File: src/rtl/morse_round_ctrl.sv
// Round sequencer around the digit-timer stage: second tick, timer reload, judging, scoring, end of game.
// Build option TIME_BONUS_EN: a correct answer also scores the remaining seconds (ones, clamped to 9).
module morse_round_ctrl #(
  parameter int TICK_DIV   = 50000000,
  parameter int GAP_TICKS  = 2,
  parameter int MAX_ROUNDS = 10,
  parameter int SCORE_W    = 8
) (
  input  logic               clk,
  input  logic               rst,
  input  logic               start,
  input  logic               answer_valid,
  input  logic               answer_correct,
  input  logic [3:0]         ones,
  input  logic               TimeOut,
  output logic               reconfig,
  output logic               sec_tick,
  output logic [3:0]         round,
  output logic [SCORE_W-1:0] score,
  output logic [1:0]         last_result,
  output logic               round_done,
  output logic               game_over,
  output logic [2:0]         state_out
);

  localparam int PW = (TICK_DIV > 1) ? $clog2(TICK_DIV) : 1;
  localparam int GW = $clog2(GAP_TICKS + 1);
  localparam logic [PW-1:0] PRESC_LAST = PW'(TICK_DIV - 1);
  localparam logic [GW-1:0] GAP_LAST   = GW'(GAP_TICKS - 1);
  localparam logic [SCORE_W+4:0] SCORE_MAX = {5'b0, {SCORE_W{1'b1}}};

  typedef enum logic [2:0] {
    S_IDLE  = 3'd0,
    S_LOAD  = 3'd1,
    S_ARM   = 3'd2,
    S_RUN   = 3'd3,
    S_JUDGE = 3'd4,
    S_GAP   = 3'd5,
    S_OVER  = 3'd6
  } state_t;

  state_t             r_state;
  logic [PW-1:0]      r_presc;
  logic [GW-1:0]      r_gap;
  logic               r_reconfig;
  logic               r_round_done;
  logic               r_game_over;
  logic [3:0]         r_round;
  logic [SCORE_W-1:0] r_score;
  logic [1:0]         r_result;

  logic               w_presc_wrap;
  logic [3:0]         w_inc;
  logic [SCORE_W+4:0] w_sum;
  logic [SCORE_W-1:0] w_score_inc;

`ifdef TIME_BONUS_EN
  logic [3:0] w_ones_sat;
  assign w_ones_sat = (ones > 4'd9) ? 4'd9 : ones;
  assign w_inc      = w_ones_sat + 4'd1;
`else
  logic w_unused_ones;
  assign w_unused_ones = ^ones;
  assign w_inc         = 4'd1;
`endif

  // Sum is computed wide so the clamp sees the true total even when SCORE_W is tiny.
  assign w_sum        = {5'b0, r_score} + {{(SCORE_W + 1){1'b0}}, w_inc};
  assign w_score_inc  = (w_sum > SCORE_MAX) ? {SCORE_W{1'b1}} : w_sum[SCORE_W-1:0];
  assign w_presc_wrap = (r_presc == PRESC_LAST);

  always_ff @(posedge clk) begin
    if (rst) begin
      r_state      <= S_IDLE;
      r_presc      <= '0;
      r_gap        <= '0;
      r_reconfig   <= 1'b0;
      r_round_done <= 1'b0;
      r_game_over  <= 1'b0;
      r_round      <= '0;
      r_score      <= '0;
      r_result     <= 2'b00;
    end else begin
      r_reconfig   <= 1'b0;
      r_round_done <= 1'b0;
      case (r_state)
        S_IDLE, S_OVER: begin
          if (start) begin
            r_state     <= S_LOAD;
            r_reconfig  <= 1'b1;
            r_game_over <= 1'b0;
            r_round     <= '0;
            r_score     <= '0;
            r_result    <= 2'b00;
          end
        end
        S_LOAD: begin
          r_state <= S_ARM;
          r_presc <= '0;
        end
        // Timer is reloading this cycle, so its TimeOut may still be stale.
        S_ARM: r_state <= S_RUN;
        S_RUN: begin
          r_presc <= w_presc_wrap ? '0 : r_presc + PW'(1);
          if (answer_valid || TimeOut) begin
            r_state      <= S_JUDGE;
            r_round_done <= 1'b1;
            r_round      <= r_round + 4'd1;
            if (!answer_valid)
              r_result <= 2'b11;
            else if (answer_correct) begin
              r_result <= 2'b01;
              r_score  <= w_score_inc;
            end else
              r_result <= 2'b10;
          end
        end
        S_JUDGE: begin
          r_presc <= '0;
          r_gap   <= '0;
          if (r_round == 4'(MAX_ROUNDS)) begin
            r_state     <= S_OVER;
            r_game_over <= 1'b1;
          end else
            r_state <= S_GAP;
        end
        S_GAP: begin
          r_presc <= w_presc_wrap ? '0 : r_presc + PW'(1);
          if (w_presc_wrap) begin
            if (r_gap == GAP_LAST) begin
              r_state    <= S_LOAD;
              r_reconfig <= 1'b1;
            end else
              r_gap <= r_gap + GW'(1);
          end
        end
        default: begin
          r_state     <= S_IDLE;
          r_game_over <= 1'b0;
        end
      endcase
    end
  end

  assign sec_tick    = (r_state == S_RUN) && w_presc_wrap;
  assign reconfig    = r_reconfig;
  assign round       = r_round;
  assign score       = r_score;
  assign last_result = r_result;
  assign round_done  = r_round_done;
  assign game_over   = r_game_over;
  assign state_out   = r_state;

endmodule

File: config.mk
export PLATFORM = sky130hd
export DESIGN_NAME = morse_round_ctrl
export DESIGN_NICKNAME = d
export VERILOG_FILES = /design/src/rtl/morse_round_ctrl.sv
export SDC_FILE = /design/constraint.sdc
export NUM_CORES = 1
export LEC_CHECK = 0
export ABC_AREA = 1
export CELL_PAD_IN_SITES_DETAIL_PLACEMENT = 0
export CELL_PAD_IN_SITES_GLOBAL_PLACEMENT = 2
export CORE_MARGIN = 5
export CORE_UTILIZATION = 34
export CTS_BUF_LIST = sky130_fd_sc_hd__clkbuf_8
export CTS_CLUSTER_SIZE = 12
export DETAILED_ROUTE_END_ITERATION = 8
export GPL_TIMING_DRIVEN = 0
export PLACE_DENSITY_LB_ADDON = 0.1
export SETUP_SLACK_MARGIN = 0.15
export SYNTH_ARGS = -nofsm -noshare
export SYNTH_HDL_FRONTEND = slang
export SYNTH_SLANG_ARGS = --single-unit
File: constraint.sdc
create_clock -name clk -period 3 [get_ports clk]
set_input_delay 0.3 -clock clk [delete_from_list [all_inputs] [get_ports clk]]
set_output_delay 0.3 -clock clk [all_outputs]
set_load 0.02 [all_outputs]
==> key figures, run 1 <==
Logic synthesis
  – Top post-synthesis cells by area: dfxtp_1, nand2_1, nor2_1
  – Mean Syn Cell Area: around 6.6 sq um
  – Mapped Area: 2778 sq um
  – Area leader, netlist: dfxtp_1
  – Yosys reg bits: 48
  – Synthesized instance count: 420
  – Syn_nets: 436
  – Post-synth top flop: dfxtp_1
  – Seq/Total Area, Yosys: roughly 35%
  – Yosys warning count: 0
  – Post-synthesis async set-or-reset flop share: 0%
  – Number of flops mapped to enable cells by yosys: 0
  – Netlist cell types: 37
  – Synth top area share: between 30 and 40%

Pwr
  – Clk pwr share: between 20% and 30%
  – Cell-internal power: 1.066 mW
  – NetSw: a little over 0.8 mW
  – Switching Fraction: 43.19%
  – Peak VDD IR: between 0.4 and 0.5 mV
  – Combinational Power Share: between 40% and 50%
  – Lkg Pwr: between 1 and 1.5 nW
  – Sequential Power Share: a little under two fifths
  – PwrDens: about 580 nW/um^2

Final layout
  – P&R area growth vs syn: 16.89%
  – Number of diodes: 0
  – Share of layout cells above drive strength 1: under 10%
  – Register area: 960.9 sq um
  – Layout Nets: about 470
  – Multi-input gate area: around 1500 sq um
  – FILL cells: around 910

Route
  – Final wirelength: approximately 7200 microns
  – Vias per cell: around 4.9
  – DR WL/cell: 12.86 microns
  – Routed Antenna Nets: 0
  – Drt pass-1 iters: 4
  – DR iter-0 viols: a little under 100
  – # DRC: 0
  – Via count: 2,711

Global routing
  – Congestion Overflow GR: 0
  – Vias in the first global route: approximately 2,500
  – Initial antenna violation count: 0
  – Total GRT Usage: between 10 and 15%
  – First-pass GRT wire length: roughly 12,000 microns
  – Largest net degree at the start of global routing: 14

Worst setup path
  – R2r setup slk: 1.10 ns
  – Arrival time worst endpoint: around 2.2 ns
  – Crit. End Element: output port
  – WP data required: 2.70 ns
  – Maximum net fanout on the critical path: 4
  – Worst setup SP type: register
  – Critical path class: reg2out

Clocking
  – Postcts setup bufs: 0
  – Clock transition at the registers of the reported paths: 0.09 ns
  – H-tree depth: 2
  – Cells resized by post-CTS repair: 0
  – Worst-Skew Late Latency: 0.30 ns
  – Root buf cell: clkbuf_8
  – CTS Hold Bufs: 0
  – Clk buf depth: 2
  – CTS tree: built
  – Cts bufs inserted: 5
  – CTS Sinks: 48

STA
  – Tcrit/Tclk final: 84.79%
  – Worst slew margin: between 60% and 70%
  – Period minus WS final: ~2.5 ns
  – Clk_skew: between 0.007 and 0.008 ns
  – Final setup viols: 0
  – Setup tns final: 0 ns
  – Slew @ Worst Pin: ~0.55 ns
  – Fin. max-slew vios: 0
  – Endpoints failing hold: 0
  – RSZ-0062 raised after global routing: no
  – Fmax: about 390 MHz
  – Fin worst setup slack: ~0.46 ns

Run
  – MaxCap Viol Count: 0

Placement
  – DP Worst Slack: ~0.78 ns
  – Placer Congestion: 0.8202
  – PortBufs: 26
  – Hpwl dp: 5566 microns

Floorplanning
  – Die height: about 100 microns
  – DIE WIDTH: ~100 microns
  – Io pins: 31
  – Rows: 33
  – Area of the core: 8093 sq um
  – Initial core utilization: roughly a third
  – Die area: roughly 10,000 sq um

Min path
  – Hold Path Class: reg2reg

Outcome
  – Status: completed
state kept, by name (all words and copies together) (netlist names), 2 cells and up:
| name | flops |
|---|---|
| r_gap | 2 |
| state_out | 3 |
| r_presc | 26 |
| last_result | 2 |
| score | 8 |
| round | 4 |
final cells by class:
cell class	count	area share, %
multi-input combinational	301	47.28
clock buffer	5	2.119
tap	105	4.046
sequential	48	29.60
timing repair buffer	26	8.015
buffer	6	1.002
clock inverter	2	0.2697
inverter	65	7.669
metal layers:
metal  GRT usage, %  part of all wire, %
met1          21.61                   52
met2          22.94                   44
met3          2.432                  2.6
met4          3.420                 0.75
met5              0                    0
cell usage after synthesis, types with 2 or more instances:
cell      count
nand2_1      94
nor2_1       63
inv_1        58
dfxtp_1      48
nand3_1      29
a21oi_1      28
nand4_1      12
o21ai_0      11
nand2_2       7
ha_1          6
inv_2         6
nor3b_1       6
o21ai_1       5
nor2_2        4
nor3_1        4
nor3_2        4
a31oi_1       3
clkbuf_1      3
o21a_1        3
o22ai_2       3
xor2_1        3
and3_1        2
nand2_4       2
o21bai_1      2
o31ai_1       2
through the flow:
| step | hold WS (ns) | std cells | area (sq um) | power (mW) | util (%) |
|---|---|---|---|---|---|
| after floorplan | 0.3691 | 420 | 2778 | 1.278 | - |
| after global placement | 0.4469 | 551 | 3169 | 1.528 | 39.16 |
| after detailed placement | 0.4540 | 551 | 3169 | 1.520 | 39.16 |
| after CTS | 0.4756 | 558 | 3247 | 1.911 | 40.12 |
| after global routing | 0.5066 | 558 | 3247 | 2.012 | 40.12 |
| final | 0.4678 | 558 | 3247 | 1.877 | 40.12 |
final timing paths:
check                         startpoint                           to  cells after the start
max reg2reg      r_presc[0]$_SDFFE_PP0P_     r_presc[16]$_SDFFE_PP0P_                     11
min          last_result[0]$_SDFFE_PP0P_  last_result[0]$_SDFFE_PP0P_                      2
max              r_presc[0]$_SDFFE_PP0P_                     sec_tick                      8
min reg2reg  last_result[0]$_SDFFE_PP0P_  last_result[0]$_SDFFE_PP0P_                      2
critical path, stage by stage (launching register included):
cell             delay [ns]
dfxtp_1                0.37
ha_1                   0.20
nand2_1                0.07
nor2_2                 0.12
nand2_1                0.10
nor2_1                 0.15
nand2_1                0.13
nor2_1                 0.15
clkdlybuf4s50_1        0.63
power groups by stage:
stage	clock network (mW)	logic [mW]	registers [mW]
after floorplan	0	0.517	0.761
after global routing	0.424	0.866	0.722
after CTS	0.401	0.795	0.716
after global placement	0	0.799	0.729
final	0.378	0.784	0.715
after detailed placement	0	0.791	0.729
cell usage in the layout, fill, tap and decap left out, drive strengths merged:
master	count
nand3b	1
xnor2	1
o21a	3
nor3b	6
nor2	69
o21ai	16
a31oi	3
o22ai	3
o31ai	2
clkbuf	9
clkinv	2
or2	1
and3	2
nor4	1
buf	2
inv	65
nand3	30
nand2	103
xor2	3
ha	6
o221ai	1
nand4	12
nor3	8
o21bai	2
clkdlybuf4s50	26
a21oi	28
dfxtp	48
cell families after synthesis:
family	Yosys count	share of synthesized area, %
buffers and inverters	71	10.13
AO/OA/AOI/OAI	58	12.16
flip-flops	48	34.59
AND/OR/NAND/NOR	233	39.14
adder cells (fa/ha/maj)	6	2.703
XOR/XNOR	4	1.261
No activity file was read; power rests on OpenSTA's default activity.
==> run 2, diff against run 1 <==
--- a/config.mk
+++ b/config.mk
@@ -9,7 +9,7 @@
 export CELL_PAD_IN_SITES_DETAIL_PLACEMENT = 0
 export CELL_PAD_IN_SITES_GLOBAL_PLACEMENT = 2
 export CORE_MARGIN = 5
-export CORE_UTILIZATION = 34
+export CORE_UTILIZATION = 29
 export CTS_BUF_LIST = sky130_fd_sc_hd__clkbuf_8
 export CTS_CLUSTER_SIZE = 12
 export DETAILED_ROUTE_END_ITERATION = 8
==> constraint.sdc (replaced) <==
create_clock -name clk -period 2.2 [get_ports clk]
set_input_delay 0.22 -clock clk [delete_from_list [all_inputs] [get_ports clk]]
set_output_delay 0.22 -clock clk [all_outputs]
set_load 0.02 [all_outputs]
==> run 2 against run 1 <==
Compared with the run above: clock-buffer cell count unchanged; worst setup slack worse by 0.13 ns; clock power up 34%; die area increased by 15%; sequential power up 37%; sequential share of layout area fell by 0.42 points; power is 36% higher; worst hold slack better by 0.0062 ns; core utilization is 4.6 points lower; critical path type unchanged; combinational power up 36%; largest power group unchanged.
==> key figures, run 2 (synthesis results as in run 1) <==
Placement
  – Hpwl dp: 5599 microns
  – Placer Congestion: approximately 0.77
  – DP Worst Slack: a little under 0.09 ns
  – Inst Count DP: roughly 580
  – PortBufs: 26

Floorplanning
  – Die area: about 12,000 sq um
  – Die height: approximately 110 microns
  – Io pins: 31
  – Initial core utilization: roughly 30%
  – DIE WIDTH: around 110 microns
  – Area of the core: around 9300 sq um
  – Rows: 35

Global routing
  – Vias in the first global route: between 2,000 and 3,000
  – Total GRT Usage: about an eighth
  – Initial antenna violation count: 0
  – First-pass GRT wire length: about 12,000 microns
  – Largest net degree at the start of global routing: 14
  – Congestion Overflow GR: 0

Route
  – DR iter-0 viols: 97
  – Via count: about 2,600
  – Drt pass-1 iters: 4
  – DR WL/cell: roughly 12 microns
  – Final wirelength: just over 7000 microns
  – # DRC: 0
  – Routed Antenna Nets: 0
  – Vias per cell: around 4.5

Worst setup path
  – Critical path buffer and inverter count: 1
  – Critical path class: reg2out
  – CP max-delay cell: dfxtp_2
  – Arrival time worst endpoint: between 1.5 and 2 ns
  – Crit-path max cell delay: about 0.36 ns
  – Crit path cell chain: ha_2 > nand2_1 > nor2_4 > nand2_2 > nor2_2 > nand2_2 > nor2_2 > buf_4
  – Crit. End Element: output port
  – CP delay by family, top: simple AND/OR/NAND/NOR gates
  – WP data required: between 1.5 and 2 ns
  – Maximum net fanout on the critical path: 4
  – Worst setup SP type: register

STA
  – Fin worst setup slack: approximately 0.33 ns
  – Clk_skew: roughly 0.0075 ns
  – Fin. max-slew vios: 0
  – Period minus WS final: between 1.5 and 2 ns
  – Worst slew margin: 60.84%
  – Fmax: 533.7 MHz
  – Setup tns final: 0 ns
  – Slew @ Worst Pin: about 0.59 ns
  – RSZ-0062 raised after global routing: no
  – Final setup viols: 0
  – Endpoints failing hold: 0
  – Tcrit/Tclk final: a little under nine tenths

Final layout
  – Layout Nets: 470
  – Final std cells w/o fill: 583
  – Share of layout cells above drive strength 1: roughly 11%
  – P&R area growth vs syn: 18.87%
  – Commonest non-fill, non-tap cells in the layout: nand2_1, nor2_1, inv_1
  – Flip-flop count of the largest register after layout: 26
  – Multi-input gate area: approximately 1600 sq um
  – Register area: 963.4 sq um
  – Commonest non-fill, non-tap cell in the layout: nand2_1
  – Reg with most FFs: r_presc
  – Number of diodes: 0
  – FILL cells: roughly 1,000
  – Fin util: 35.57%

Clocking
  – H-tree depth: 2
  – Clock transition at the registers of the reported paths: ~0.090 ns
  – Root buf cell: clkbuf_8
  – CTS Sinks: between 40 and 50
  – Worst-Skew Late Latency: roughly 0.3 ns
  – Clk buf depth: 2
  – CTS tree: built
  – Cts bufs inserted: 5

Outcome
  – Status: completed

Min path
  – Hold Path Class: reg2reg

Run
  – MaxCap Viol Count: 0

Pwr
  – Peak VDD IR: ~0.56 mV
  – Lkg Pwr: ~1.3 nW
  – PwrDens: 773.5 nW/um^2
  – Final Total Pwr: about 2.6 mW
==> run 2: worst min-delay path, delay by kind of cell, from the launching register on <==
kind	cells	cell delay [ns]
and+or+nand+nor	1	0.06
DFF	1	0.32
AOI/OAI and AO/OA	1	0.05
==> run 2: per-layer routing <==
layer	vias up	global-route usage [%]	wire length, microns
met1	1159	18.98	3804
met3	4	2.400	212
met4	0	3.336	52
li1	1419	-	-
met5	-	0	0
met2	35	20.03	3118
==> run 2: final cells by class <==
type / instances / area share (%)
multi-input cells: 301 / 47.03
flip-flops and latches: 48 / 29.18
repair buffers: 27 / 8.033
inverters: 65 / 7.541
well taps: 129 / 4.888
clock buffers: 5 / 2.084
plain buffers: 6 / 0.9852
clock inverters: 2 / 0.2653
==> run 2: through the flow <==
stage / hold slack, ns / cell area, sq um
after global placement: 0.4528 / 3199
after floorplan: 0.2891 / 2778
after detailed placement: 0.4605 / 3199
final: 0.4740 / 3302
after global routing: 0.4974 / 3302
after CTS: 0.4802 / 3272
==> run 2: final timing paths <==
kind / from / end / slack [ns] / cells past startpoint
max: r_presc[0]$_SDFFE_PP0P_ / sec_tick / 0.33 / 8
min: last_result[0]$_SDFFE_PP0P_ / last_result[0]$_SDFFE_PP0P_ / 0.47 / 2
max reg2reg: r_presc[0]$_SDFFE_PP0P_ / r_presc[15]$_SDFFE_PP0P_ / 0.36 / 11
min reg2reg: last_result[0]$_SDFFE_PP0P_ / last_result[0]$_SDFFE_PP0P_ / 0.47 / 2
==> run 2: what timing repair did <==
item,in CTS,in global routing
pin swaps,0,2
endpoints found under the setup margin,1,12
setup buffers,0,1
endpoints found under the hold margin,0,0
hold buffers,0,0
gates resized for setup,4,9
==> run 2: report_power, final <==
group,switching [mW],internal (mW),total (mW),leakage (nW)
sequential,0.0570,0.920,0.977,0.389
combinational,0.748,0.323,1.07,0.833
clock,0.294,0.213,0.507,0.0452
total,1.10,1.46,2.55,1.27
